==> src/rtl/cp0_regfile.sv <==
// ---------------------------------------------------------------------------
// cp0_regfile
//
// Coprocessor-0 register file. It holds BadVAddr, Count, Compare, Status,
// Cause and EPC. It serves MFC0 reads and MTC0 writes from the pipeline,
// takes exception and ERET commits from the exception unit, and runs the
// Count/Compare timer interrupt.
//
// Ports
//   clk, rst           clock; synchronous active-high reset
//   raddr / rdata      MFC0 register number and read data (combinational;
//                      a write in the same cycle is not forwarded)
//   wen/waddr/wdata    MTC0 write strobe, register number and data
//   hw_int             external interrupt lines, sampled into Cause.IP[15:10]
//   exp_en             exception commit (exp_epc, exp_code, exp_bd,
//                      exp_bad_vaddr, exp_bad_vaddr_wen qualify it)
//   exl_clean          ERET commit, clears Status.EXL
//   epc_address        registered EPC
//   allow_interrupt    Status.IE & ~Status.EXL
//   interrupt_flag     Cause.IP & Status.IM
//   timer_int          Cause.TI
// ---------------------------------------------------------------------------
module cp0_regfile #(
    parameter int          COUNT_DIV    = 2,
    parameter logic [31:0] STATUS_RESET = 32'h0040_0000
) (
    input  logic        clk,
    input  logic        rst,
    input  logic [4:0]  raddr,
    output logic [31:0] rdata,
    input  logic        wen,
    input  logic [4:0]  waddr,
    input  logic [31:0] wdata,
    input  logic [5:0]  hw_int,
    input  logic        exp_en,
    input  logic        exl_clean,
    input  logic [31:0] exp_epc,
    input  logic [4:0]  exp_code,
    input  logic [31:0] exp_bad_vaddr,
    input  logic        exp_bad_vaddr_wen,
    input  logic        exp_bd,
    output logic [31:0] epc_address,
    output logic        allow_interrupt,
    output logic [7:0]  interrupt_flag,
    output logic        timer_int
);

    localparam logic [4:0] REG_BADVADDR = 5'd8;
    localparam logic [4:0] REG_COUNT    = 5'd9;
    localparam logic [4:0] REG_COMPARE  = 5'd11;
    localparam logic [4:0] REG_STATUS   = 5'd12;
    localparam logic [4:0] REG_CAUSE    = 5'd13;
    localparam logic [4:0] REG_EPC      = 5'd14;

    // A divider of 1 still gets a 1-bit prescaler that simply stays at 0,
    // so Count advances on every edge.
    localparam int             PW         = (COUNT_DIV > 1) ? $clog2(COUNT_DIV) : 1;
    localparam logic [PW-1:0]  PRESC_LAST = PW'(COUNT_DIV - 1);

    logic [31:0]   badvaddr_reg;
    logic [31:0]   count_reg;
    logic [31:0]   compare_reg;
    logic [31:0]   epc_reg;
    logic [PW-1:0] presc_reg;
    logic [7:0]    im_reg;
    logic          exl_reg;
    logic          ie_reg;
    logic          bd_reg;
    logic          ti_reg;
    logic [5:0]    hw_ip_reg;
    logic [1:0]    sw_ip_reg;
    logic [4:0]    exc_code_reg;

    logic          wr_count;
    logic          wr_compare;
    logic          wr_status;
    logic          wr_cause;
    logic          wr_epc;
    logic [7:0]    cause_ip;
    logic [31:0]   status_word;
    logic [31:0]   cause_word;

    // BadVAddr is deliberately absent: MTC0 to it is dropped.
    assign wr_count   = wen && (waddr == REG_COUNT);
    assign wr_compare = wen && (waddr == REG_COMPARE);
    assign wr_status  = wen && (waddr == REG_STATUS);
    assign wr_cause   = wen && (waddr == REG_CAUSE);
    assign wr_epc     = wen && (waddr == REG_EPC);

    // The timer shares the top interrupt line with hw_int[5].
    assign cause_ip = {hw_ip_reg[5] | ti_reg, hw_ip_reg[4:0], sw_ip_reg};

    assign status_word = {9'b0, STATUS_RESET[22], 6'b0, im_reg, 6'b0, exl_reg, ie_reg};
    assign cause_word  = {bd_reg, ti_reg, 14'b0, cause_ip, 1'b0, exc_code_reg, 2'b0};

    always_ff @(posedge clk) begin
        if (rst) begin
            badvaddr_reg <= '0;
            count_reg    <= '0;
            compare_reg  <= '0;
            epc_reg      <= '0;
            presc_reg    <= '0;
            im_reg       <= STATUS_RESET[15:8];
            exl_reg      <= STATUS_RESET[1];
            ie_reg       <= STATUS_RESET[0];
            bd_reg       <= 1'b0;
            ti_reg       <= 1'b0;
            hw_ip_reg    <= '0;
            sw_ip_reg    <= '0;
            exc_code_reg <= '0;
        end else begin
            hw_ip_reg <= hw_int;

            // A software load restarts the prescaler and replaces the
            // increment that would have happened on this edge.
            if (wr_count) begin
                count_reg <= wdata;
                presc_reg <= '0;
            end else if (presc_reg == PRESC_LAST) begin
                count_reg <= count_reg + 32'd1;
                presc_reg <= '0;
            end else begin
                presc_reg <= presc_reg + PW'(1);
            end

            if (wr_compare) begin
                compare_reg <= wdata;
            end

            // Sticky match flag; rewriting Compare is the acknowledge and
            // beats a match seen on the same edge.
            if (wr_compare) begin
                ti_reg <= 1'b0;
            end else if (count_reg == compare_reg) begin
                ti_reg <= 1'b1;
            end

            if (wr_status) begin
                im_reg <= wdata[15:8];
                ie_reg <= wdata[0];
            end

            if (exp_en) begin
                exl_reg <= 1'b1;
            end else if (exl_clean) begin
                exl_reg <= 1'b0;
            end else if (wr_status) begin
                exl_reg <= wdata[1];
            end

            if (wr_cause) begin
                sw_ip_reg <= wdata[9:8];
            end

            // Nested exceptions (EXL already set) keep the original return
            // address and delay-slot flag.
            if (exp_en) begin
                exc_code_reg <= exp_code;
                if (!exl_reg) begin
                    bd_reg <= exp_bd;
                end
                if (exp_bad_vaddr_wen) begin
                    badvaddr_reg <= exp_bad_vaddr;
                end
            end

            if (exp_en && !exl_reg) begin
                epc_reg <= exp_epc;
            end else if (wr_epc) begin
                epc_reg <= wdata;
            end
        end
    end

    always_comb begin
        rdata = '0;
        case (raddr)
            REG_BADVADDR: rdata = badvaddr_reg;
            REG_COUNT:    rdata = count_reg;
            REG_COMPARE:  rdata = compare_reg;
            REG_STATUS:   rdata = status_word;
            REG_CAUSE:    rdata = cause_word;
            REG_EPC:      rdata = epc_reg;
            default:      rdata = '0;
        endcase
    end

    assign epc_address     = epc_reg;
    assign allow_interrupt = ie_reg & ~exl_reg;
    assign timer_int       = ti_reg;

    for (genvar gi = 0; gi < 8; gi++) begin : g_int_mask
        assign interrupt_flag[gi] = cause_ip[gi] & im_reg[gi];
    end

endmodule

==> config.mk <==
export PLATFORM = sky130hd
export DESIGN_NAME = cp0_regfile
export DESIGN_NICKNAME = d
export VERILOG_FILES = /design/src/rtl/cp0_regfile.sv
export SDC_FILE = /design/constraint.sdc
export NUM_CORES = 1
export LEC_CHECK = 0
export ABC_AREA = 1
export BUFFER_PORTS_ARGS = -buffer_cell sky130_fd_sc_hd__buf_4
export CAP_MARGIN = 20
export CORE_MARGIN = 2
export CORE_UTILIZATION = 30
export CTS_BUF_LIST = sky130_fd_sc_hd__clkbuf_4 sky130_fd_sc_hd__clkbuf_8 sky130_fd_sc_hd__clkbuf_16
export DETAILED_ROUTE_END_ITERATION = 10
export PLACE_DENSITY = 0.6
export RECOVER_POWER = 50
export SYNTH_ARGS = -nofsm -noshare
export SYNTH_HDL_FRONTEND = slang
export SYNTH_SLANG_ARGS = --single-unit
export TNS_END_PERCENT = 5
==> constraint.sdc <==
create_clock -name clk -period 1.8 [get_ports clk]
set_clock_uncertainty 0.1 [all_clocks]
set_input_delay 0.27 -clock clk [delete_from_list [all_inputs] [get_ports clk]]
set_output_delay 0.27 -clock clk [all_outputs]
set_load 0.01 [all_outputs]
## Word-level counts from Yosys, hierarchy flattened

Index checks and enable logic that the tools add are counted.

- Reduce and logical (&&, ||, !) cells: 14
- Multiplexer cells: 8
- Equal/unequal tests: 12
- Add/sub/neg operators: 2
- Bitwise operators: 11

Operators by type and width:

| operator | number |
|---|---|
| $pmux W32 S6 | 1 |
| $mux W32 | 4 |
| $eq A5 B4 Y1 const B | 11 |
| $add A32 B1 Y32 const B | 1 |
| $eq A32 B32 Y1 | 1 |
| $and A1 B1 Y1 | 9 |
| $logic_and A1 B1 Y1 | 6 |
| $reduce_and A2 Y1 | 2 |
| $reduce_bool A2 Y1 | 2 |
| $mux W1 | 3 |
| $reduce_bool A3 Y1 | 1 |
| $reduce_or A3 Y1 | 1 |
| $reduce_or A2 Y1 | 1 |
| $add A1 B1 Y1 const B | 1 |
| $logic_not A1 Y1 | 1 |
| $not A1 Y1 | 1 |
| $or A1 B1 Y1 | 1 |

- Input port bits: 124
- Register bits: 154
- Output and inout bits: 74
- Word-level logic and storage cells: 60

## Longest topological paths before layout

Gate-level depths: netlist (run 1).

- Word-level depth: 5
- Depth in mapped cells: 10

## Worst setup path before layout (run 1)

Ideal clock, no wire load.

- Kind: register -> register
- Start point: register count_reg[1]
- End point: register count_reg[18]
- Slack: 0.237 ns
- Data arrival time: 1.336 ns
- Stages on the path, launching flop included: 11
- Cells stage by stage: dfxtp_1 > ha_1 > nand2_2 > nor2_4 > nand2_4 > nor2_4 > nand2_1 > nand2_1 > nand2_1 > a21oi_1 > nor2_1

- Cells in the longest elaborated chain, start to end: 3

Ends and longest elaborated chain:

| item | RTL line | source |
|---|---|---|
| start, declared | 61 | `logic [31:0] count_reg;` |
| start signal, assigned | 117 | `count_reg <= wdata;` |
| start signal, assigned | 120 | `count_reg <= count_reg + 32'd1;` |
| $add A32 B1 Y32 | 120 |  |
| $mux W32 | 119 | `end else if (presc_reg == PRESC_LAST) begin` |
| $mux W32 | 116 | `if (wr_count) begin` |

No other way between the ends. The select of a mux whose other input is x is not followed.
A chain may end at the register's enable or synchronous reset.

## Final worst setup path (run 1)

- Start point: input port raddr[0]
- End point: output port rdata[16]

- Cells in the longest elaborated chain, start to end: 2
- Elaborated cells between the ends (all ways): 7
- Classes of those cells: eq/ne: 6; mux: 1

Ends and longest elaborated chain:

| item | RTL line | source |
|---|---|---|
| start, declared | 29 | `input logic [4:0] raddr,` |
| $eq A5 B4 Y1 | 177 | `case (raddr)` |
| $pmux W32 S6 (*) | 177 |  |
| end, declared | 30 | `output logic [31:0] rdata,` |

Every way passes the cells marked *; elsewhere a longest branch is shown, timed or not.

==> results of run 1 <==
## power by group through the flow
stage	logic [mW]	clock network, mW	registers (mW)
after global routing	1.28	4.42	3.71
after floorplan	0.474	0	3.74
final	1.16	4.21	3.69
after detailed placement	1.08	0	3.76
after global placement	1.07	0	3.76
after CTS	1.14	4.27	3.69
## cells in the final DEF, fill, tap and decap left out, drive strengths merged
master	synthesis	routed
o2111ai	5	5
nand3	43	43
a21oi	131	131
nand2	304	304
o22ai	18	18
a31oi	2	2
inv	153	154
dfxtp	154	154
clkbuf	44	52
nand4	1	1
o211ai	21	21
a22oi	27	27
ha	1	1
nor2	165	165
buf	24	228
xor2	11	11
o21ai	144	144
clkinv	1	5
xnor2	15	15
clkinvlp	0	2
dlygate4sd3	0	33
nor3	5	5
bufinv	0	6
## routing by layer
metal	part of all wire, %	global-route usage [%]	up-vias
met5	0	0	-
met4	2.6	8.21	0
met3	5.6	3.26	53
met2	47	34.1	270
met1	45	28.7	4243
li1	-	-	4597
## timing repair
| item | 4_1_cts | 5_1_grt |
|---|---|---|
| endpoints found under the setup margin | 25 | 33 |
| gates resized for setup | 19 | 60 |
| pin swaps | 0 | 14 |
| cloned | 0 | 6 |
| hold endpoints to repair | 33 | 0 |
| hold buffers | 33 | 0 |
| buffers inserted | 0 | 5 |
## synthesized netlist by cell type
master,number
nor3_1,5
nor2_1,151
xor2_2,1
nor2_2,4
inv_2,3
nand2_1,293
nand2_4,2
buf_1,2
o21ai_1,2
o22ai_1,18
buf_4,1
o211ai_1,21
nor2_4,9
buf_2,21
xnor2_1,15
nand4_1,1
clkinv_1,1
nand2_2,9
a21oi_1,129
a31oi_1,2
clkbuf_1,40
inv_1,150
ha_1,1
o2111ai_1,5
nor2_8,1
o21ai_0,142
dfxtp_1,154
a21oi_2,2
nand3_1,43
clkbuf_2,4
xor2_1,10
a22oi_1,27
## critical path, cell delays in order
cell	delay (ns)
buf_8	0.08
inv_4	0.03
nor3_4	0.20
nand2_2	0.12
buf_12	0.15
clkbuf_16	0.16
o211ai_1	0.23
buf_4	0.17
## cell type report
cell class	instances	area share (%)
multi-input combinational	893	37.9
timing repair buffer	294	21.0
inverter	154	5.08
clock buffer	19	3.76
tap	341	3.64
clock inverter	13	2.04
sequential	154	26.6
## through the flow
stage	hold WS, ns	cell area, sq um	total power [mW]	setup TNS (ns)	cells
3_5_place_dp	0.365	10400	4.84	-0.757	1792
2_1_floorplan	0.277	8250	4.22	0	1269
5_1_grt	0.00827	11700	9.41	-0.516	1868
6_report	0.00805	11700	9.06	-0.00000444	1868
4_1_cts	0.000136	11500	9.10	-0.00546	1857
3_3_place_gp	0.363	10400	4.83	-0.590	1792
## cell families (layout without fill, tap and decap cells)
family | Yosys count | in the layout | share of synthesized area, %
compound gates | 348 | 348 | 23.2
xor+xnor | 26 | 26 | 2.85
fa+ha+maj | 1 | 1 | 0.152
buf+inv | 222 | 480 | 10.5
flops | 154 | 154 | 37.4
simple gates | 518 | 518 | 25.9
## final timing paths
check | startpoint | end | slack [ns] | depth (start not counted)
max | raddr[0] | rdata[16] | -0.000004 | 8
max reg2reg | count_reg[0]$_SDFFE_PP0P_ | count_reg[19]$_SDFFE_PP0P_ | 0.11 | 9
min reg2reg | compare_reg[28]$_SDFFE_PP0P_ | compare_reg[28]$_SDFFE_PP0P_ | 0.38 | 2
min | exp_bad_vaddr[22] | badvaddr_reg[22]$_SDFFE_PP0P_ | 0.008 | 3
==> summary.md, run 1 <==
| Metric | Value |
|---|---|
| Vias in the first global route | 8714 |
| Die extent in x | 170 um |
| Cell variety after synth | 32 |
| Final Worst Setup Slack | -0.00000444 ns |
| DR WL/cell | approximately 17 um |
| Cell Int Power | 6.74 mW |
| CP endpoint kind | output pin |
| DR vias | 9163 |
| Sequential fraction of design power | between 40% and 50% |
| Worst Max-Slew Pin Slew | 0.714 ns |
| Comb pwr share | between 10% and 20% |
| P_leak | 5.10 nW |
| Vias per cell | 4.91 |
| Failing checks | setup timing |
| Outcome | complete, but fails checks |
| Crit path kind | in2out |
| CP startpoint kind | primary input |
| Clock Latency Late Sink | 0.43 ns |
| Number of remaining DRC errors | 0 |
| Reg clk slew, reported paths | 0.06 ns |
| Yosys top cell area share | 37.4% |
| Area delta synth->final | 41.9% |
| Switching Fraction | 25.5% |
| I/O pins | 198 |
| Mapped Cells | 1269 |
| Fill cells | 2751 |
| Root Buffer Master | clkbuf_16 |
| Pwr Density | 774 nW/um^2 |
| Iter 0 DRT Violations | 593 |
| Post-synth top area cell | dfxtp_1 |
| Clock Power Share | a little under half |
| Final min period | approximately 1.8 ns |
| Worst path required time | 1.43 ns |
| First drt pass iteration count | 5 |
| RSZ-0062 raised after global routing | true |
| Diodes inserted | 0 |
| Slew Limit Fails | 0 |
| Total grt overflow | 0 |
| GRT Overall Usage | 21.2% |
| Maximum root-to-sink buffer count | 2 |
| Final nets | 1639 |
| Switch Pwr | 2.31 mW |
| Dpl hpwl | around 23000 um |
| IO buf count | 197 |
| Final setup violation count | 1 |
| CTS buffer count | 17 |
| Total of max-cap violations | 0 |
| Yosys warning total | 0 |
| DRT Wirelength | 31500 um |
| Row count | 60 |
| Syn Area/Cell | 6.50 sq um |
| Full die area | 28800 sq um |
| Clock sinks | 154 |
| Peak Freq | roughly 0.56 GHz |
| CTS tree | yes |
| Die H | 170 um |
| Register area | between 3000 and 4000 sq um |
| Hold Vio Cnt, Final | 0 |
| Htree depth | 4 |
| Core Util, Final | 43.4% |
| Ratio of cells with drive above 1 in the final layout | 24.0% |
| Global-route wire length before repair | 47500 um |
| GP Congestion | ~0.88 |
| Hold WC Path Type | in2reg |
| Post-synthesis sequential area ratio | ~37% |
| Synthesized area | 8250 sq um |
| Critical Path AT | 1.43 ns |
| Initial antenna violation count | 0 |
| Area contributors post-synth | dfxtp_1 37%, nand2_1 13%, o21ai_0 8.6%, a21oi_1 7.8%, nor2_1 6.9% |
| Final Cycle Share | 100% |
| Multi-input gate area | 4440 sq um |
| Post-Synthesis Net Count | between 1000 and 1500 |
| Antenna violation net count after detailed routing | 0 |
| Initial Util | 30.6% |
| Setup slack at placement | -0.0739 ns |
| Worst vdd ir | approximately 0.56 mV |
| Slew headroom | 52.4% |
| Peak fanout along the critical path | 7 |
| Pin count of the biggest net entering global routing | 66 |
| Std-Cell Core Area | approximately 27000 sq um |
| FF+latch count, synth | 154 |
Note: power is estimated with default switching activity, not from simulation.
==> run 2, diff against run 1 <==
--- a/config.mk
+++ b/config.mk
@@ -8,6 +8,7 @@
 export ABC_AREA = 1
 export BUFFER_PORTS_ARGS = -buffer_cell sky130_fd_sc_hd__buf_4
 export CAP_MARGIN = 20
+export CORE_ASPECT_RATIO = 0.8
 export CORE_MARGIN = 2
 export CORE_UTILIZATION = 30
 export CTS_BUF_LIST = sky130_fd_sc_hd__clkbuf_4 sky130_fd_sc_hd__clkbuf_8 sky130_fd_sc_hd__clkbuf_16
==> run 2 against run 1 <==
Compared with the run above:
- the flow still finishes with violations (setup timing)
- critical path depth decreased by 2
- fmax down 1.9%
- core utilization decreased by 0.56 points
- final cell count up 1.3%
- largest cell class unchanged
==> summary.md, run 2 (synthesis results as in run 1) <==
| Metric | Value |
|---|---|
| Outcome | complete, but fails checks |
| Failing checks | setup timing |
| Initial antenna violation count | 0 |
| Number of remaining DRC errors | 0 |
| Std-Cell Core Area | roughly 27000 sq um |
| DR vias | 9327 |
| Htree depth | 4 |
| Met1 wire length | around 15000 um |
| I/O pins | 198 |
| IO buf count | about 200 |
| Crit path kind | reg2out |
| Maximum root-to-sink buffer count | 2 |
| Peak Freq | roughly 0.54 GHz |
| Die extent in x | 189 um |
| Vias per cell | 4.93 |
| Critical Path AT | 1.46 ns |
| Peak fanout along the critical path | 3 |
| Worst path required time | roughly 1.4 ns |
| Pwr Density | approximately 730 nW/um^2 |
| Initial Util | 30.4% |
| GP Congestion | 0.897 |
| First drt pass iteration count | 5 |
| DR WL met3 | 2100 um |
| Total grt overflow | 0 |
| Die H | ~150 um |
| Hold Vio Cnt, Final | 0 |
| Setup TNS | -0.0700 ns |
| Global-route wire length before repair | 49100 um |
| Setup slack at placement | -0.0862 ns |
| Worst vdd ir | 0.521 mV |
| Area delta synth->final | 41.2% |
| Dpl hpwl | about 24000 um |
| Reg clk slew, reported paths | 0.07 ns |
| Most frequent cells in the layout | 290 x nand2_1, 224 x buf_4, 148 x nor2_1 |
| Pin count of the biggest net entering global routing | around 110 |
| Row count | 54 |
| DRT Wirelength | approximately 32000 um |
| Final setup violation count | 7 |
| Uppermost layer routed | met4 |
| Register area | 3100 sq um |
| Total of max-cap violations | 0 |
| Final Cycle Share | 102% |
| Inst Count DP | 1816 |
| Area after DPL | 10400 sq um |
| Root Buffer Master | clkbuf_16 |
| Finished Layout Cells | 1893 |
| Core Util, Final | between 40% and 50% |
| Fill cells | 2845 |
| Full die area | 28900 sq um |
| Multi-input gate area | roughly 4400 sq um |
| Slew Limit Fails | 0 |
| Slew headroom | 26.9% |
| Diodes inserted | 0 |
| CP endpoint kind | output pin |
| Hold WC Path Type | in2reg |
| Worst Max-Slew Pin Slew | approximately 1.1 ns |
| CTS tree | yes |
| Final Cell Area | 11600 sq um |
| Clock sinks | 154 |
| Final Worst Setup Slack | -0.0350 ns |
| Clock Latency Late Sink | between 0.4 and 0.5 ns |
| Iter 0 DRT Violations | a little under 800 |
| Vias in the first global route | 8832 |
| Metal2 WL | 14500 um |
| P_leak | a little over 5 nW |
| RSZ-0062 raised after global routing | true |
| Ratio of cells with drive above 1 in the final layout | 24.1% |
| Most common cell after layout, fill and taps aside | nand2_1 |
| DR WL/cell | about 17 um |
| Antenna violation net count after detailed routing | 0 |
| CTS buffer count | 17 |
| Final nets | 1641 |
| GRT Overall Usage | between 20% and 30% |
| CP startpoint kind | flip-flop |
| Final min period | around 1.8 ns |
==> run 2: critical path: stages, from the launching register on <==
cell	delay, ns
dfxtp_2	0.36
inv_4	0.04
buf_6	0.12
o21ai_1	0.17
a21oi_2	0.05
o211ai_1	0.12
buf_4	0.16
==> run 2: worst paths after layout <==
path	from	endpoint	slack (ns)	cells after the start
setup reg to reg	count_reg[0]$_SDFFE_PP0P_	count_reg[26]$_SDFFE_PP0P_	0.11	11
hold reg to reg	ie_reg$_SDFFE_PP0P_	ie_reg$_SDFFE_PP0P_	0.38	2
hold / removal	exp_bad_vaddr[1]	badvaddr_reg[1]$_SDFFE_PP0P_	0.002	3
setup / recovery	count_reg[3]$_SDFFE_PP0P_	rdata[3]	-0.03	6
==> run 2: where the power goes <==
group / switching (mW) / leakage, nW / internal [mW]
Clock: 1.63 / 0.280 / 1.98
Sequential: 0.129 / 1.27 / 3.56
Combinational: 0.624 / 3.52 / 0.530
==> run 2: area by class of cell <==
cell class	instances	share of cell area (%)
clock buffers	18	3.77
clock inverters	14	1.17
repair buffers	296	21.2
well taps	364	3.91
flip-flops and latches	154	26.6
multi-input cells	893	38.2
inverters	154	5.12
==> run 2: timing repair <==
action	4_1_cts	5_1_grt
resized for setup	30	40
cloned	0	2
setup endpoints to repair	29	39
buffers inserted	1	8
pin swaps	3	10
endpoints found under the hold margin	34	0
hold buffers	34	0
==> run 2: per-stage QoR <==
stage	power (mW)	hold slack (ns)
final	8.45	0.00239
after global routing	8.73	0.00869
after floorplan	4.22	0.277
after CTS	8.46	0.000301
after detailed placement	4.83	0.365
after global placement	4.83	0.361
==> run 2: layer usage <==
metal / global-route usage, % / vias up
met5: 0 / -
met4: 4.25 / 0
met3: 4.17 / 23
met2: 33.2 / 315
met1: 31.8 / 4388
li1: - / 4601
